--- src/rtl/mpeg2enc_pkg.sv ---
// Shared types and constants for the MPEG-2 encoder control front end.
package mpeg2enc_pkg;

  typedef enum logic [1:0] {
    IDLE   = 2'd0,
    ISSUE  = 2'd1,
    BUSY   = 2'd2,
    RETIRE = 2'd3
  } state_t;

  localparam int unsigned REG_CTRL     = 0;
  localparam int unsigned REG_FILL     = 1;
  localparam int unsigned REG_FRAMES   = 2;
  localparam int unsigned REG_ERR      = 3;
  localparam int unsigned REG_IRQ      = 4;
  localparam int unsigned REG_IRQ_MASK = 5;

  // CTRL write bits
  localparam int unsigned CTRL_START = 0;
  localparam int unsigned CTRL_ABORT = 1;
  localparam int unsigned CTRL_CONT  = 2;

  // STATUS read field positions
  localparam int unsigned ST_IDLE  = 0;
  localparam int unsigned ST_STATE = 4;
  localparam int unsigned ST_CONT  = 6;
  localparam int unsigned ST_FULL  = 8;
  localparam int unsigned ST_PTR   = 16;

endpackage

--- src/rtl/mpeg2enc_bufring.sv ---
// Frame-buffer ring: full mask, job pointer and wrap logic.
module mpeg2enc_bufring
  import mpeg2enc_pkg::*;
#(
  parameter int unsigned NUM_BUFS = 2,
  parameter int unsigned BI_W     = 1
) (
  input  logic                clock,
  input  logic                reset_n,
  input  logic [NUM_BUFS-1:0] set_mask,
  input  logic                clr,
  input  logic                adv,
  output logic [NUM_BUFS-1:0] full,
  output logic [BI_W-1:0]     ptr,
  output logic [BI_W-1:0]     next_ptr
);

  logic [NUM_BUFS-1:0] clr_mask;

  always_comb begin
    next_ptr = (ptr == BI_W'(NUM_BUFS - 1)) ? '0 : ptr + BI_W'(1);
    clr_mask = '0;
    if (clr) clr_mask[ptr] = 1'b1;
  end

  // A same-cycle set overrides the retire clear of the same bit.
  always_ff @(posedge clock) begin
    if (!reset_n) begin
      full <= '0;
      ptr  <= '0;
    end else begin
      full <= (full & ~clr_mask) | set_mask;
      if (adv) ptr <= next_ptr;
    end
  end

endmodule

--- src/rtl/mpeg2enc_ctrl.sv ---
// Register front end and job sequencer for the MPEG-2 encoder core.
// Optional interrupt logic and irq port: define MPEG2ENC_IRQ_EN.
module mpeg2enc_ctrl
  import mpeg2enc_pkg::*;
#(
  parameter int unsigned NUM_BUFS = 2,
  parameter int unsigned ADDR_W   = 8,
  parameter int unsigned CNT_W    = 16,
  localparam int unsigned BI_W    = $clog2(NUM_BUFS)
) (
  input  logic              clock,
  input  logic              reset_n,
  input  logic [ADDR_W-1:0] addr,
  input  logic              rd_en,
  input  logic              wr_en,
  input  logic [31:0]       dataIn,
  output logic [31:0]       dataOut,
  output logic              eng_start,
  output logic [BI_W-1:0]   eng_buf,
  output logic              eng_abort,
  input  logic              eng_done
`ifdef MPEG2ENC_IRQ_EN
  ,
  output logic              irq
`endif
);

  state_t              state;
  logic                cont;
  logic [CNT_W-1:0]    frame_cnt;
  logic [1:0]          err;
  logic [NUM_BUFS-1:0] full, set_mask, busy_mask, retire_mask;
  logic [BI_W-1:0]     ptr, next_ptr;
  logic wr_ctrl, wr_fill, wr_frames, wr_err;
  logic abort_req, start_req, retire_go, nobuf_ev, ovr_ev;
  logic unused_din;

  assign unused_din = ^dataIn;

  assign wr_ctrl   = wr_en && (addr == ADDR_W'(REG_CTRL));
  assign wr_fill   = wr_en && (addr == ADDR_W'(REG_FILL));
  assign wr_frames = wr_en && (addr == ADDR_W'(REG_FRAMES));
  assign wr_err    = wr_en && (addr == ADDR_W'(REG_ERR));

  assign abort_req = wr_ctrl && dataIn[CTRL_ABORT];
  assign start_req = wr_ctrl && dataIn[CTRL_START] && !dataIn[CTRL_ABORT];
  assign retire_go = (state == RETIRE) && !abort_req;
  assign set_mask  = wr_fill ? dataIn[NUM_BUFS-1:0] : '0;
  assign nobuf_ev  = start_req && (state == IDLE) && !full[ptr];

  // The bit being retired this cycle does not count as already full.
  always_comb begin
    busy_mask   = '0;
    retire_mask = '0;
    if (state == ISSUE || state == BUSY) busy_mask[eng_buf] = 1'b1;
    if (retire_go) retire_mask[ptr] = 1'b1;
  end
  assign ovr_ev = |(set_mask & ((full & ~retire_mask) | busy_mask));

  mpeg2enc_bufring #(
    .NUM_BUFS (NUM_BUFS),
    .BI_W     (BI_W)
  ) u_ring (
    .clock    (clock),
    .reset_n  (reset_n),
    .set_mask (set_mask),
    .clr      (retire_go),
    .adv      (retire_go),
    .full     (full),
    .ptr      (ptr),
    .next_ptr (next_ptr)
  );

  always_ff @(posedge clock) begin
    if (!reset_n) begin
      state     <= IDLE;
      eng_start <= 1'b0;
      eng_abort <= 1'b0;
      eng_buf   <= '0;
    end else begin
      eng_start <= 1'b0;
      eng_abort <= 1'b0;
      if (abort_req) begin
        state     <= IDLE;
        eng_abort <= (state != IDLE);
      end else begin
        case (state)
          IDLE: if (start_req && full[ptr]) begin
            state     <= ISSUE;
            eng_start <= 1'b1;
            eng_buf   <= ptr;
          end
          ISSUE: state <= BUSY;
          BUSY:  if (eng_done) state <= RETIRE;
          RETIRE: if (cont && full[next_ptr]) begin
            state     <= ISSUE;
            eng_start <= 1'b1;
            eng_buf   <= next_ptr;
          end else begin
            state <= IDLE;
          end
          default: state <= IDLE;
        endcase
      end
    end
  end

  always_ff @(posedge clock) begin
    if (!reset_n) begin
      cont      <= 1'b0;
      frame_cnt <= '0;
      err       <= '0;
    end else begin
      if (wr_ctrl) cont <= dataIn[CTRL_CONT];
      if (wr_frames)      frame_cnt <= '0;
      else if (retire_go) frame_cnt <= frame_cnt + CNT_W'(1);
      err <= (err & ~(wr_err ? dataIn[1:0] : 2'b00)) | {ovr_ev, nobuf_ev};
    end
  end

`ifdef MPEG2ENC_IRQ_EN
  logic [1:0] irq_pend, irq_mask, pend_next;
  logic       wr_irq, wr_irq_mask;

  assign wr_irq      = wr_en && (addr == ADDR_W'(REG_IRQ));
  assign wr_irq_mask = wr_en && (addr == ADDR_W'(REG_IRQ_MASK));
  assign pend_next   = (irq_pend & ~(wr_irq ? dataIn[1:0] : 2'b00))
                     | {nobuf_ev | ovr_ev, retire_go};

  always_ff @(posedge clock) begin
    if (!reset_n) begin
      irq_pend <= '0;
      irq_mask <= '0;
      irq      <= 1'b0;
    end else begin
      irq_pend <= pend_next;
      if (wr_irq_mask) irq_mask <= dataIn[1:0];
      irq <= |(pend_next & irq_mask);
    end
  end
`endif

  always_comb begin
    dataOut = '0;
    if (rd_en) begin
      case (addr)
        ADDR_W'(REG_CTRL): begin
          dataOut[ST_IDLE]       = (state == IDLE);
          dataOut[ST_STATE +: 2] = state;
          dataOut[ST_CONT]       = cont;
          dataOut[ST_FULL +: 8]  = 8'(full);
          dataOut[ST_PTR +: 3]   = 3'(ptr);
        end
        ADDR_W'(REG_FILL):   dataOut = 32'(full);
        ADDR_W'(REG_FRAMES): dataOut = 32'(frame_cnt);
        ADDR_W'(REG_ERR):    dataOut = 32'(err);
`ifdef MPEG2ENC_IRQ_EN
        ADDR_W'(REG_IRQ):      dataOut = 32'(irq_pend);
        ADDR_W'(REG_IRQ_MASK): dataOut = 32'(irq_mask);
`endif
        default: dataOut = '0;
      endcase
    end
  end

endmodule
--- config.mk ---
export PLATFORM = sky130hd
export DESIGN_NAME = mpeg2enc_ctrl
export DESIGN_NICKNAME = d
export VERILOG_FILES = /design/src/rtl/mpeg2enc_pkg.sv /design/src/rtl/mpeg2enc_bufring.sv /design/src/rtl/mpeg2enc_ctrl.sv
export SDC_FILE = /design/constraint.sdc
export NUM_CORES = 1
export LEC_CHECK = 0
export ABC_AREA = 1
export CORE_AREA = 2 2 105 81
export CTS_BUF_LIST = sky130_fd_sc_hd__clkbuf_8
export CTS_CLUSTER_SIZE = 14
export DETAILED_ROUTE_END_ITERATION = 10
export DIE_AREA = 0 0 107 83
export GPL_TIMING_DRIVEN = 0
export PLACE_DENSITY_LB_ADDON = 0.3
export SLEW_MARGIN = 20
export SYNTH_ARGS = -nofsm -noshare
export SYNTH_HDL_FRONTEND = slang
export SYNTH_SLANG_ARGS = --single-unit
--- constraint.sdc ---
create_clock -name clock -period 1.9 [get_ports clock]
set_input_delay 0.38 -clock clock [delete_from_list [all_inputs] [get_ports clock]]
set_output_delay 0.38 -clock clock [all_outputs]
set_load 0.1 [all_outputs]
### Word-level counts from Yosys, hierarchy flattened

Index checks and enable logic that the tools add are counted.

| storage, ports and cells | value |
|---|---|
| register bits after elaboration | 27 |
| bits of input ports | 45 |
| output and inout bits | 35 |
| logic and storage cells | 92 |

| operators by class | value |
|---|---|
| add/sub/neg operators | 2 |
| $lt $le $gt $ge | 5 |
| eq/ne operators | 9 |
| muxes and demuxes | 29 |
| bitwise logic cells | 10 |
| reduce and logical (&&, ||, !) cells | 28 |

Operators with widths:

| operator | number |
|---|---|
| 9-bit one-hot mux with 2 select lines | 1 |
| 17-bit two-way mux | 1 |
| 16-bit by 1-bit adder with 16-bit output, second input constant | 1 |
| 8-bit by 2-bit equality test with 1-bit output, second input constant | 2 |
| 1-bit logical AND | 14 |
| 1-bit two-way mux | 13 |
| 2-bit two-way mux | 6 |
| 3-bit one-hot mux with 3 select lines | 1 |
| 8-bit by 1-bit equality test with 1-bit output, second input constant | 1 |
| 8-bit logical NOT | 1 |
| 2-bit one-hot mux with 4 select lines | 1 |
| 2-bit AND | 3 |
| 1-bit by 2-bit < comparator with 1-bit output, second input constant | 3 |
| 2-bit OR | 3 |
| 3-bit one-hot mux with 2 select lines | 1 |
| 2-bit OR reduction | 3 |
| 2-bit equality test, second input constant | 2 |
| 2-bit by 1-bit != test with 1-bit output, second input constant | 2 |
| 2-bit inverter | 2 |
| 1-bit one-hot mux with 2 select lines | 2 |
| 1-bit one-hot mux with 4 select lines | 1 |
| 2-bit AND reduction | 2 |
| 4-bit AND reduction | 1 |
| 2-bit nonzero test | 2 |
| 9 further kinds | 14 |

### Logic depth before layout (Yosys ltp)

Gate-level depths: netlist (run 1).

| depth | value |
|---|---|
| depth after elaboration | 12 |
| depth in mapped cells | 11 |
| depth with buffers taken out | 11 |

### Cells and area by module

Synthesis (run 1) repeated with hierarchy kept, for this count alone.

| unflattened totals | value |
|---|---|
| cells, all modules | 283 |
| area total of the unflattened synthesis | 1893.1 µm² |

By module, submodules not included:

| module | times used | cells each | area each (µm²) | seq. area each (µm²) |
|---|---|---|---|---|
| mpeg2enc_ctrl | 1 | 269 | 1780.5 | 480.5 |
| mpeg2enc_bufring | 1 | 14 | 112.6 | 60.1 |

### Worst setup path before layout (run 1)

No wires, ideal clock.

| path | value |
|---|---|
| kind | input to output |
| start point | input port addr[7] |
| end point | output port dataOut[10] |
| arrival time | 3.064 ns |
| setup slack | -1.544 ns |
| cell stages on the path | 6 |
| buffers on the path | 1 |
| path through | nor2_1 -> nand2_2 -> nor2_4 -> nand3_2 -> buf_2 -> nor3_1 |

| on the way | value |
|---|---|
| word-level cells in the longest chain between the ends | 3 |
| elaborated cells on any way between the ends | 4 |
| those cells by class | eq/ne (1); mux (2); reduce/logical (1) |

Ends and longest elaborated chain:

| item | RTL line | source |
|---|---|---|
| start: declaration | mpeg2enc_ctrl.sv:13 | `input logic [ADDR_W-1:0] addr,` |
| 8-bit by 2-bit equality test with 1-bit output or 8-bit logical NOT (tied branches) | mpeg2enc_ctrl.sv:146 | `case (addr)` |
| 9-bit one-hot mux with 2 select lines * | mpeg2enc_ctrl.sv:146 |  |
| 17-bit two-way mux * | mpeg2enc_ctrl.sv:145 | `if (rd_en) begin` |
| end: declaration | mpeg2enc_ctrl.sv:17 | `output logic [31:0] dataOut,` |

Mark *: on every way between the ends. The rest lies on a longest branch, timed or not.

### Final worst setup path (run 1)

| path | value |
|---|---|
| start point | input port addr[5] |
| end point | output port dataOut[1] |

| on the way | value |
|---|---|
| word-level cells in the longest chain between the ends | 3 |
| elaborated cells on any way between the ends | 5 |
| those cells by class | eq/ne (3); mux (2) |

Ends and longest elaborated chain:

| item | RTL line |
|---|---|
| 8-bit by 2-bit equality test with 1-bit output or 8-bit by 1-bit equality test with 1-bit output (tied branches) | mpeg2enc_ctrl.sv:146 |
| 3-bit one-hot mux with 3 select lines * | mpeg2enc_ctrl.sv:146 |
| 17-bit two-way mux * | mpeg2enc_ctrl.sv:145 |

Marks and branches as above.

==> out/results.ini, run 1 <==
[die]
ios=80
die_area_um2=8880
die_w_um=107
row_count=28
core_um2=7810
initial_core_util=0.245
die_y_um=83

[drt]
final_antenna_net_count=0
viasPerCell=4.23
drtIter0Drc=144
wl_per_cell_um=11.8
drc=0
vias=1952
wirelength_mm=5.47
dr.pass1.iters=4

[clocking]
htreeDepth=1
clock-sinks=27
cts_max_path_buffers=2
clk_latency_ns=0.28
cts.clk_slew.worst_paths_ns=0.10
numCtsBuffers=3
ctsHoldBuffers=0
tritoncts=yes
cts-root-buf=clkbuf_8

[power]
power_density_nw_per_um2=372
peakVddDrop_uv=251
finalPower_uw=1180
leakagePower_uw=0.00127

[final_layout]
drive_above_1_share=0.364
fin_nets=408
syn2layout_area_growth_pct=66.0
layout_commonest_cell=nand2_1
diodes=0
fin_util=0.407
layout_common_cells=58 x nand2_1, 30 x buf_4, 27 x inv_1

[grt]
antenna_found_initial=0
first_global_vias=1803
grt_usage=0.125
grt_max_degree=15
grt_pass1_wl_mm=9.03
gr-total-overflow=0

[place]
io_buffer_count=35
dp.final_hpwl_mm=4.04
place_congestion=0.837

[worst_setup_path]
r2r_start=frame_cnt[0]
crit_fanout=3
worstPathArrival_ns=1.72
r2r_end=frame_cnt[14]
required_ns=1.52
cp-start-kind=input pin
reg2reg_depth=7
worstSetupEndpointType=output pin
r2r_slack_ns=0.26
slowest_stage=o211ai_1
cp-startpoint=addr[5]
crit_end=dataOut[1]
path_class=input pin to output pin
critPathMaxStageDelay_ns=0.20
path_cells=buf_2 -> nor2_4 -> nand2_4 -> nor2_4 -> nand3_4 -> buf_12 -> o211ai_1 -> o2111ai_2 -> clkinvlp_4 -> buf_12

[synthesis]
yosys.area_share.simple=0.377
seq_area_frac_synth=0.282
synth-adder-area-share=0.0327
synth_top_family_by_area=simple AND/OR/NAND/NOR gates
synthesis.area_um2=1920
synth_cells=283
synth_compound_area_frac=0.118
synth_xor_area_frac=0.0411
muxShareOfSynthArea=0
ys_ff_latch=27
synth.distinct_cells=38
postSynthAreaPerCell_um2=6.77
synth_warnings=0

[run_status]
status=finished with violations
failed_checks=negative setup slack

[timing]
grt_setup_unrepaired=yes
drv_slew=0
final.setup.worst_slack_ns=-0.195
fin_hold_ws_ns=0.484
hold_viol_final=0
post-route-period-util=1.10
setup-violations-final=15
tightest_slew_ns=0.946
max_freq_ghz=0.477
worst_slew_margin_rel=0.372
fin_crit_ns=2.10
fin_skew_ns=0.00128

[job]
maxCapViolations=0

[min_path]
worstHoldPathType=flip-flop to flip-flop

[critical path, delay by kind of cell]
kind                   cells  cell delay, ns
buffers and inverters      4            0.54
AO/OA/AOI/OAI              2            0.37
AND/OR/NAND/NOR            4            0.41
[final cells by class]
cell class                 count  area [um^2]
clock inverter                 1         3.75
fill                         808         4630
buffer                        21          183
sequential                    27          543
inverter                      35          146
multi-input combinational    214         1400
timing repair buffer          56          727
clock buffer                   3         41.3
tap                          105          131
[power breakdown]
group | total, uW | switching (uW) | internal [uW] | leakage, uW
combinational | 273 | 196 | 77.4 | 0.00102
clock | 342 | 197 | 146 | 0.0000269
sequential | 566 | 0.139 | 565 | 0.000218
total | 1180 | 393 | 789 | 0.00127
[how the worst min path moves through the flow]
stage	start	end	depth (start not counted)
3_3_place_gp	frame_cnt[3]	frame_cnt[3]	1
5_1_grt	frame_cnt[3]	frame_cnt[3]	1
4_1_cts	frame_cnt[3]	frame_cnt[3]	1
2_1_floorplan	frame_cnt[3]	frame_cnt[3]	1
6_report	frame_cnt[3]	frame_cnt[3]	1
3_5_place_dp	frame_cnt[3]	frame_cnt[3]	1
[flip-flops by register name, summed over array words and instances (netlist names)]
name and flops:
eng_abort 1, err 2, state 2, cont 1, u_ring.ptr 1, eng_start 1, eng_buf 1, frame_cnt 16
u_ring.full 2
[metal layers]
| layer | track usage | part of all wire | vias to the layer above |
|---|---|---|---|
| li1 | - | - | 1043 |
| met1 | 0.185 | 0.51 | 851 |
| met2 | 0.192 | 0.43 | 52 |
| met3 | 0.0165 | 0.044 | 6 |
| met4 | 0.0236 | 0.012 | 0 |
| met5 | 0 | 0 | - |
[kinds of logic (layout without fill, tap and decap cells)]
family	Yosys count	count (layout)
flops	27	27
compound gates	39	39
buf+inv	56	116
xor+xnor	9	9
fa+ha+maj	5	5
simple gates	146	146
other cells	1	15
[synthesized netlist by cell type]
library cell | n | area [um^2]
o2111ai_1 | 1 | 8.76
a31oi_2 | 1 | 12.5
o21ai_1 | 4 | 20.0
conb_1 | 1 | 3.75
xnor2_1 | 1 | 8.76
buf_6 | 1 | 11.3
nor2_1 | 20 | 75.1
nand2_2 | 6 | 37.5
nand2_4 | 1 | 11.3
nor2_4 | 1 | 11.3
nor3_4 | 1 | 16.3
nor3_1 | 18 | 90.1
o211ai_1 | 2 | 15.0
o21bai_1 | 1 | 7.51
xor2_1 | 8 | 70.1
buf_4 | 17 | 128
buf_1 | 2 | 7.51
nor2_2 | 2 | 12.5
buf_2 | 1 | 5.00
dfxtp_1 | 27 | 541
a21oi_1 | 24 | 120
nor3b_1 | 1 | 7.51
inv_1 | 32 | 120
nand3_2 | 1 | 10.0
nand4_1 | 3 | 18.8
nand3_4 | 1 | 17.5
a211oi_1 | 2 | 15.0
inv_2 | 3 | 11.3
o221ai_1 | 1 | 8.76
nand3_1 | 20 | 100
nor3b_2 | 2 | 25.0
nand3b_1 | 2 | 15.0
o21ai_0 | 2 | 10.0
nand2_1 | 65 | 244
ha_1 | 5 | 62.6
nor3_2 | 1 | 10.0
o21a_1 | 1 | 7.51
nor2_8 | 1 | 20.0
[per-stage QoR]
step | TNS [ns] | instances | worst slack [ns] | cell area (um^2)
final | -1.08 | 462 | -0.195 | 3180
after global routing | -2.04 | 462 | -0.246 | 3180
after CTS | -0.625 | 458 | -0.208 | 3070
after detailed placement | -28.55 | 437 | -1.62 | 2680
after global placement | -28.10 | 437 | -1.63 | 2680
after floorplan | -2.66 | 297 | -0.303 | 2190
[repair_timing]
| item | 4_1_cts | 5_1_grt |
|---|---|---|
| gates resized for setup | 205 | 27 |
| pin swaps | 14 | 17 |
| gates cloned | 2 | 0 |
| setup endpoints to repair | 20 | 15 |
| setup buffers | 15 | 7 |
Power figures use the tool's default switching activity.
==> inputs of run 2 (changes only) <==
--- a/config.mk
+++ b/config.mk
@@ -6,13 +6,15 @@
 export NUM_CORES = 1
 export LEC_CHECK = 0
 export ABC_AREA = 1
-export CORE_AREA = 2 2 105 81
+export CAP_MARGIN = 20
+export CORE_AREA = 2 2 80 63
 export CTS_BUF_LIST = sky130_fd_sc_hd__clkbuf_8
 export CTS_CLUSTER_SIZE = 14
 export DETAILED_ROUTE_END_ITERATION = 10
-export DIE_AREA = 0 0 107 83
+export DIE_AREA = 0 0 82 65
 export GPL_TIMING_DRIVEN = 0
 export PLACE_DENSITY_LB_ADDON = 0.3
+export REMOVE_ABC_BUFFERS = 1
 export SLEW_MARGIN = 20
 export SYNTH_ARGS = -nofsm -noshare
 export SYNTH_HDL_FRONTEND = slang
==> out/results.ini, run 2 (synthesized netlist as in run 1, its figures left out) <==
[run_status]
status=finished with violations
failed_checks=negative setup slack

[final_layout]
largest_register=frame_cnt
finish.instance_area_um2=2800  ; -12%
final_cell_count_no_fill=392  ; -15%
layout_common_cells=62 x nand2_1, 26 x inv_1, 25 x dfxtp_1
layout_commonest_cell=nand2_1
fin_nets=383  ; -6.1%
diodes=0  ; unchanged
syn2layout_area_growth_pct=46.4
largest_reg_flops=16  ; unchanged
drive_above_1_share=0.304  ; -0.0599

[timing]
worst_slew_margin_rel=0.371  ; -0.000384
fin_crit_ns=1.95  ; -0.146 ns
hold_viol_final=0  ; unchanged
setup-violations-final=7  ; -8
final.setup.worst_slack_ns=-0.0487  ; +0.146 ns
grt_setup_unrepaired=yes
tightest_slew_ns=0.947  ; +0.000577 ns
fin_hold_ws_ns=0.490  ; +0.00504 ns
drv_slew=0  ; unchanged
fin_skew_ns=0.00566  ; +0.00437 ns
post-route-period-util=1.03  ; -0.0770
max_freq_ghz=0.513  ; +7.5%

[power]
peakVddDrop_uv=290  ; +15%
power_density_nw_per_um2=404  ; +8.8%
finalPower_uw=1130  ; -4.1%
leakagePower_uw=0.00109  ; -14%

[grt]
antenna_found_initial=0  ; unchanged
grt_pass1_wl_mm=8.42  ; -6.7%
grt_max_degree=15  ; unchanged
gr-total-overflow=0  ; unchanged
first_global_vias=1838  ; +1.9%
grt_usage=0.203  ; +0.0781

[place]
dp_slack_ns=-1.53  ; +0.0857 ns
dp_cells=371  ; -15%
io_buffer_count=35  ; unchanged
placed_cell_area_um2=2240  ; -16%
dp.final_hpwl_mm=3.37  ; -17%
place_congestion=0.842  ; +0.55%

[die]
die_y_um=65  ; -22%
core_um2=4620  ; -41%
ios=80  ; unchanged
die_w_um=82  ; -23%
die_area_um2=5330  ; -40%
initial_core_util=0.414  ; +0.169
row_count=22  ; -21%

[drt]
wl_per_cell_um=13.1  ; +10%
vias=1966  ; +0.72%
viasPerCell=5.02  ; +19%
drtIter0Drc=176  ; +22%
wirelength_mm=5.12  ; -6.4%
final_antenna_net_count=0  ; unchanged
drc=0  ; unchanged
dr.pass1.iters=4  ; unchanged

[worst_setup_path]
cp-start-kind=input pin
reg2reg_depth=8  ; +1
crit_end=dataOut[0]
cp-startpoint=addr[4]
r2r_end=frame_cnt[6]
required_ns=1.52  ; about the same
worstPathArrival_ns=1.57  ; -0.15 ns
r2r_start=state[1]
crit_fanout=2  ; -1
r2r_slack_ns=0.15  ; -0.11 ns
worstSetupEndpointType=output pin
path_class=input pin to output pin

[clocking]
cts-root-buf=clkbuf_8
numCtsBuffers=3  ; unchanged
clk_latency_ns=0.28  ; about the same
cts.clk_slew.worst_paths_ns=0.10  ; about the same
tritoncts=yes
htreeDepth=1  ; unchanged
clock-sinks=27  ; unchanged
cts_max_path_buffers=2  ; unchanged

[job]
maxCapViolations=0  ; unchanged

[min_path]
min-delay-start=cont
worstHoldPathType=flip-flop to flip-flop

## run 2: cell count changes in the layout (fill, tap and decap cells not counted), moves of 3 or more
| cell | previous run | this run |
|---|---|---|
| a21oi_4 | 5 | 2 |
| nand2_2 | 11 | 6 |
| nand2_1 | 58 | 62 |
| buf_12 | 20 | 13 |
| buf_4 | 30 | 13 |
## run 2: worst min-delay path by stage
stage          slack, ns             to  cells after the start
2_1_floorplan       0.45   frame_cnt[3]                      1
3_3_place_gp        0.46   frame_cnt[3]                      1
3_5_place_dp        0.47   frame_cnt[3]                      1
4_1_cts             0.49  frame_cnt[11]                      2
5_1_grt             0.51   frame_cnt[3]                      1
6_report            0.49           cont                      2
## run 2: what timing repair did
| action | in CTS | in global routing |
|---|---|---|
| gates resized for setup | 214 | 45 |
| cloned | 1 | 0 |
| pin swaps | 12 | 13 |
| hold buffers | 0 | 0 |
| endpoints found under the setup margin | 34 | 17 |
| setup buffers | 10 | 7 |
## run 2: routing by layer
layer / vias to the layer above / part of all wire / track usage / wire (um)
li1: 996 / - / - / -
met1: 898 / 0.47 / 0.285 / 2390
met2: 62 / 0.46 / 0.315 / 2330
met3: 10 / 0.065 / 0.0446 / 334
met4: 0 / 0.013 / 0.0458 / 69
met5: - / 0 / 0 / 0
## run 2: area by class of cell
class / instances / area, um^2
Clock buffer: 3 / 41.3
Clock inverter: 1 / 3.75
Fill cell: 412 / 1820
Inverter: 35 / 145
Multi-Input combinational cell: 215 / 1370
Sequential cell: 27 / 548
Tap cell: 60 / 75.1
Timing Repair Buffer: 51 / 617
## run 2: power breakdown
part	internal [uW]	leakage (uW)	switching, uW
Combinational	42.0	0.000848	187
Sequential	563	0.000219	0.129
Clock	146	0.0000269	195
## run 2: through the flow
step / setup TNS, ns / util
2_1_floorplan: -20.68 / -
3_3_place_gp: -29.26 / 0.485
3_5_place_dp: -30.32 / 0.485
4_1_cts: -0.657 / 0.564
5_1_grt: -0.935 / 0.606
6_report: -0.265 / 0.606
## run 2: worst max-delay path, stage by stage
cell	delay, ns
buf_6	0.09
nor2_4	0.09
nand2_2	0.08
buf_4	0.15
nor2_8	0.09
inv_2	0.06
o221ai_2	0.16
a21oi_1	0.06
nor2_1	0.16
buf_6	0.25
==> inputs of run 3 (changes only) <==
--- a/config.mk
+++ b/config.mk
@@ -7,11 +7,11 @@
 export LEC_CHECK = 0
 export ABC_AREA = 1
 export CAP_MARGIN = 20
-export CORE_AREA = 2 2 80 63
+export CORE_AREA = 2 2 96 75
 export CTS_BUF_LIST = sky130_fd_sc_hd__clkbuf_8
 export CTS_CLUSTER_SIZE = 14
 export DETAILED_ROUTE_END_ITERATION = 10
-export DIE_AREA = 0 0 82 65
+export DIE_AREA = 0 0 98 77
 export GPL_TIMING_DRIVEN = 0
 export PLACE_DENSITY_LB_ADDON = 0.3
 export REMOVE_ABC_BUFFERS = 1
==> out/results.ini, run 3 (synthesized netlist as in run 1, its figures left out) <==
[run_status]
status=finished with violations
failed_checks=negative setup slack

[worst_setup_path]
slowest_stage=o211ai_1
worst-path-buf-inv=3  ; -1
r2r_slack_ns=0.23  ; +0.08 ns
path_cells=buf_6 -> nor2_4 -> nand2_4 -> nor2_4 -> nand3_4 -> o211ai_1 -> o2111ai_1 -> inv_1 -> buf_12
reg2reg_depth=7  ; -1
required_ns=1.52  ; about the same
worstSetupEndpointType=output pin
r2r_start=frame_cnt[0]
cpMostUsedCell=nor2_4
critPathMaxStageDelay_ns=0.21  ; -0.04 ns
cp-start-kind=input pin
crit_fanout=4  ; +2
cp-startpoint=addr[6]
r2r_end=frame_cnt[14]
path_class=input pin to output pin
worstPathArrival_ns=1.59  ; +0.02 ns
cp_top_family=simple AND/OR/NAND/NOR gates

[place]
io_buffer_count=35  ; unchanged
placed_cell_area_um2=2270  ; +1.3%
dp.final_hpwl_mm=3.65  ; +8.4%
place_congestion=0.835  ; -0.78%

[drt]
wirelength_mm=5.16  ; +0.80%
viasPerCell=4.70  ; -6.2%
dr.pass1.iters=4  ; unchanged
drtIter0Drc=132  ; -25%
wl_per_cell_um=12.5  ; -4.3%
drc=0  ; unchanged
final_antenna_net_count=0  ; unchanged
vias=1942  ; -1.2%

[job]
maxCapViolations=0  ; unchanged

[timing]
grt_setup_unrepaired=yes
hold_viol_final=0  ; unchanged
tightest_slew_ns=0.947  ; +0.000213 ns
post-route-period-util=1.04  ; +0.0104
setup-violations-final=8  ; +1
final.setup.worst_slack_ns=-0.0684  ; -0.0197 ns
max_freq_ghz=0.508  ; -1.0%
worst_slew_margin_rel=0.371  ; about the same
fin_skew_ns=0.00477  ; -0.000882 ns
drv_slew=0  ; unchanged
fin_crit_ns=1.97  ; +0.0197 ns

[grt]
gr-total-overflow=0  ; unchanged
grt_max_degree=15  ; unchanged
first_global_vias=1755  ; -4.5%
grt_pass1_wl_mm=8.52  ; +1.2%
antenna_found_initial=0  ; unchanged
grt_usage=0.136  ; -0.0667

[die]
die_area_um2=7550  ; +42%
core_um2=6600  ; +43%
initial_core_util=0.290  ; -0.124
row_count=26  ; +18%
die_w_um=98  ; +20%
ios=80  ; unchanged
die_y_um=77  ; +18%

[clocking]
htreeDepth=1  ; unchanged
clk_latency_ns=0.28  ; about the same
cts_max_path_buffers=2  ; unchanged
ctsHoldBuffers=0  ; unchanged
clock-sinks=27  ; unchanged
cts.clk_slew.worst_paths_ns=0.09  ; about the same
tritoncts=yes
numCtsBuffers=3  ; unchanged
cts-root-buf=clkbuf_8

[final_layout]
seqCellArea_um2=546  ; -0.46%
layout_common_cells=59 x nand2_1, 26 x inv_1, 25 x dfxtp_1
fin_util=0.425  ; -0.182
drive_above_1_share=0.310  ; +0.00581
diodes=0  ; unchanged
syn2layout_area_growth_pct=46.4  ; about the same
layout_commonest_cell=nand2_1
largest_reg_flops=16  ; unchanged
n_fill_cell=656  ; +59%
multi_input_area_um2=1380  ; +0.18%
largest_register=frame_cnt
finish.instance_area_um2=2810  ; about the same
fin_nets=380  ; -0.78%

[power]
leakagePower_uw=0.00109  ; -0.28%
power_density_nw_per_um2=401  ; -0.70%
peakVddDrop_uv=296  ; +2.4%

[min_path]
whs_endpoint=frame_cnt[11]
min_path_cells=2  ; unchanged
min-delay-start=frame_cnt[11]
worstHoldPathType=flip-flop to flip-flop

-- run 3: repair_timing --
item | in CTS | in global routing
pin swaps | 13 | 13
setup endpoints to repair | 36 | 17
buffers inserted | 10 | 4
cloned | 1 | 0
gates resized for setup | 217 | 36
-- run 3: metrics by stage --
stage          worst slack [ns]  total power [uW]  std cells  setup TNS (ns)  hold slack, ns
2_1_floorplan             -1.50               731        276          -20.68           0.448
3_3_place_gp              -1.56               780        395          -30.20           0.466
3_5_place_dp              -1.55               780        395          -31.05           0.469
4_1_cts                  -0.175              1130        410          -0.607           0.488
5_1_grt                  -0.163              1170        413           -1.22           0.508
6_report                -0.0684              1130        413          -0.319           0.486
-- run 3: layout make-up --
cell class              instances  area share
flip-flops and latches         27       0.194
well taps                      84      0.0375
repair buffers                 48       0.211
clock buffers                   3      0.0147
inverters                      35      0.0500
clock inverters                 1     0.00134
multi-input cells             215       0.491
-- run 3: worst reg2reg max path: cells and delay by family (launching register included) --
family / cells / cell delay (ns)
simple gates: 4 / 0.67
fa+ha+maj: 1 / 0.26
compound gates: 1 / 0.11
flops: 1 / 0.38
xor+xnor: 1 / 0.18
-- run 3: routing by layer --
metal | GRT usage | wire length, um | up-vias | part of all wire
met5 | 0 | 0 | - | 0
met4 | 0.0222 | 46 | 0 | 0.0089
met3 | 0.0273 | 346 | 4 | 0.067
met2 | 0.205 | 2230 | 63 | 0.43
met1 | 0.202 | 2550 | 889 | 0.49
li1 | - | - | 986 | -
-- run 3: power by group --
part | internal, uW | total [uW] | switching [uW]
Clock | 145 | 334 | 188
Combinational | 39.6 | 228 | 188
Sequential | 564 | 564 | 0.145
Total | 749 | 1130 | 377
-- run 3: how the worst max path moves through the flow --
stage	end	cells after the start	slack, ns
floorplan	dataOut[10]	5	-1.50
global placement	dataOut[1]	9	-1.56
detailed placement	dataOut[1]	9	-1.55
CTS	dataOut[1]	11	-0.17
global route	dataOut[1]	9	-0.16
finish	dataOut[1]	9	-0.07
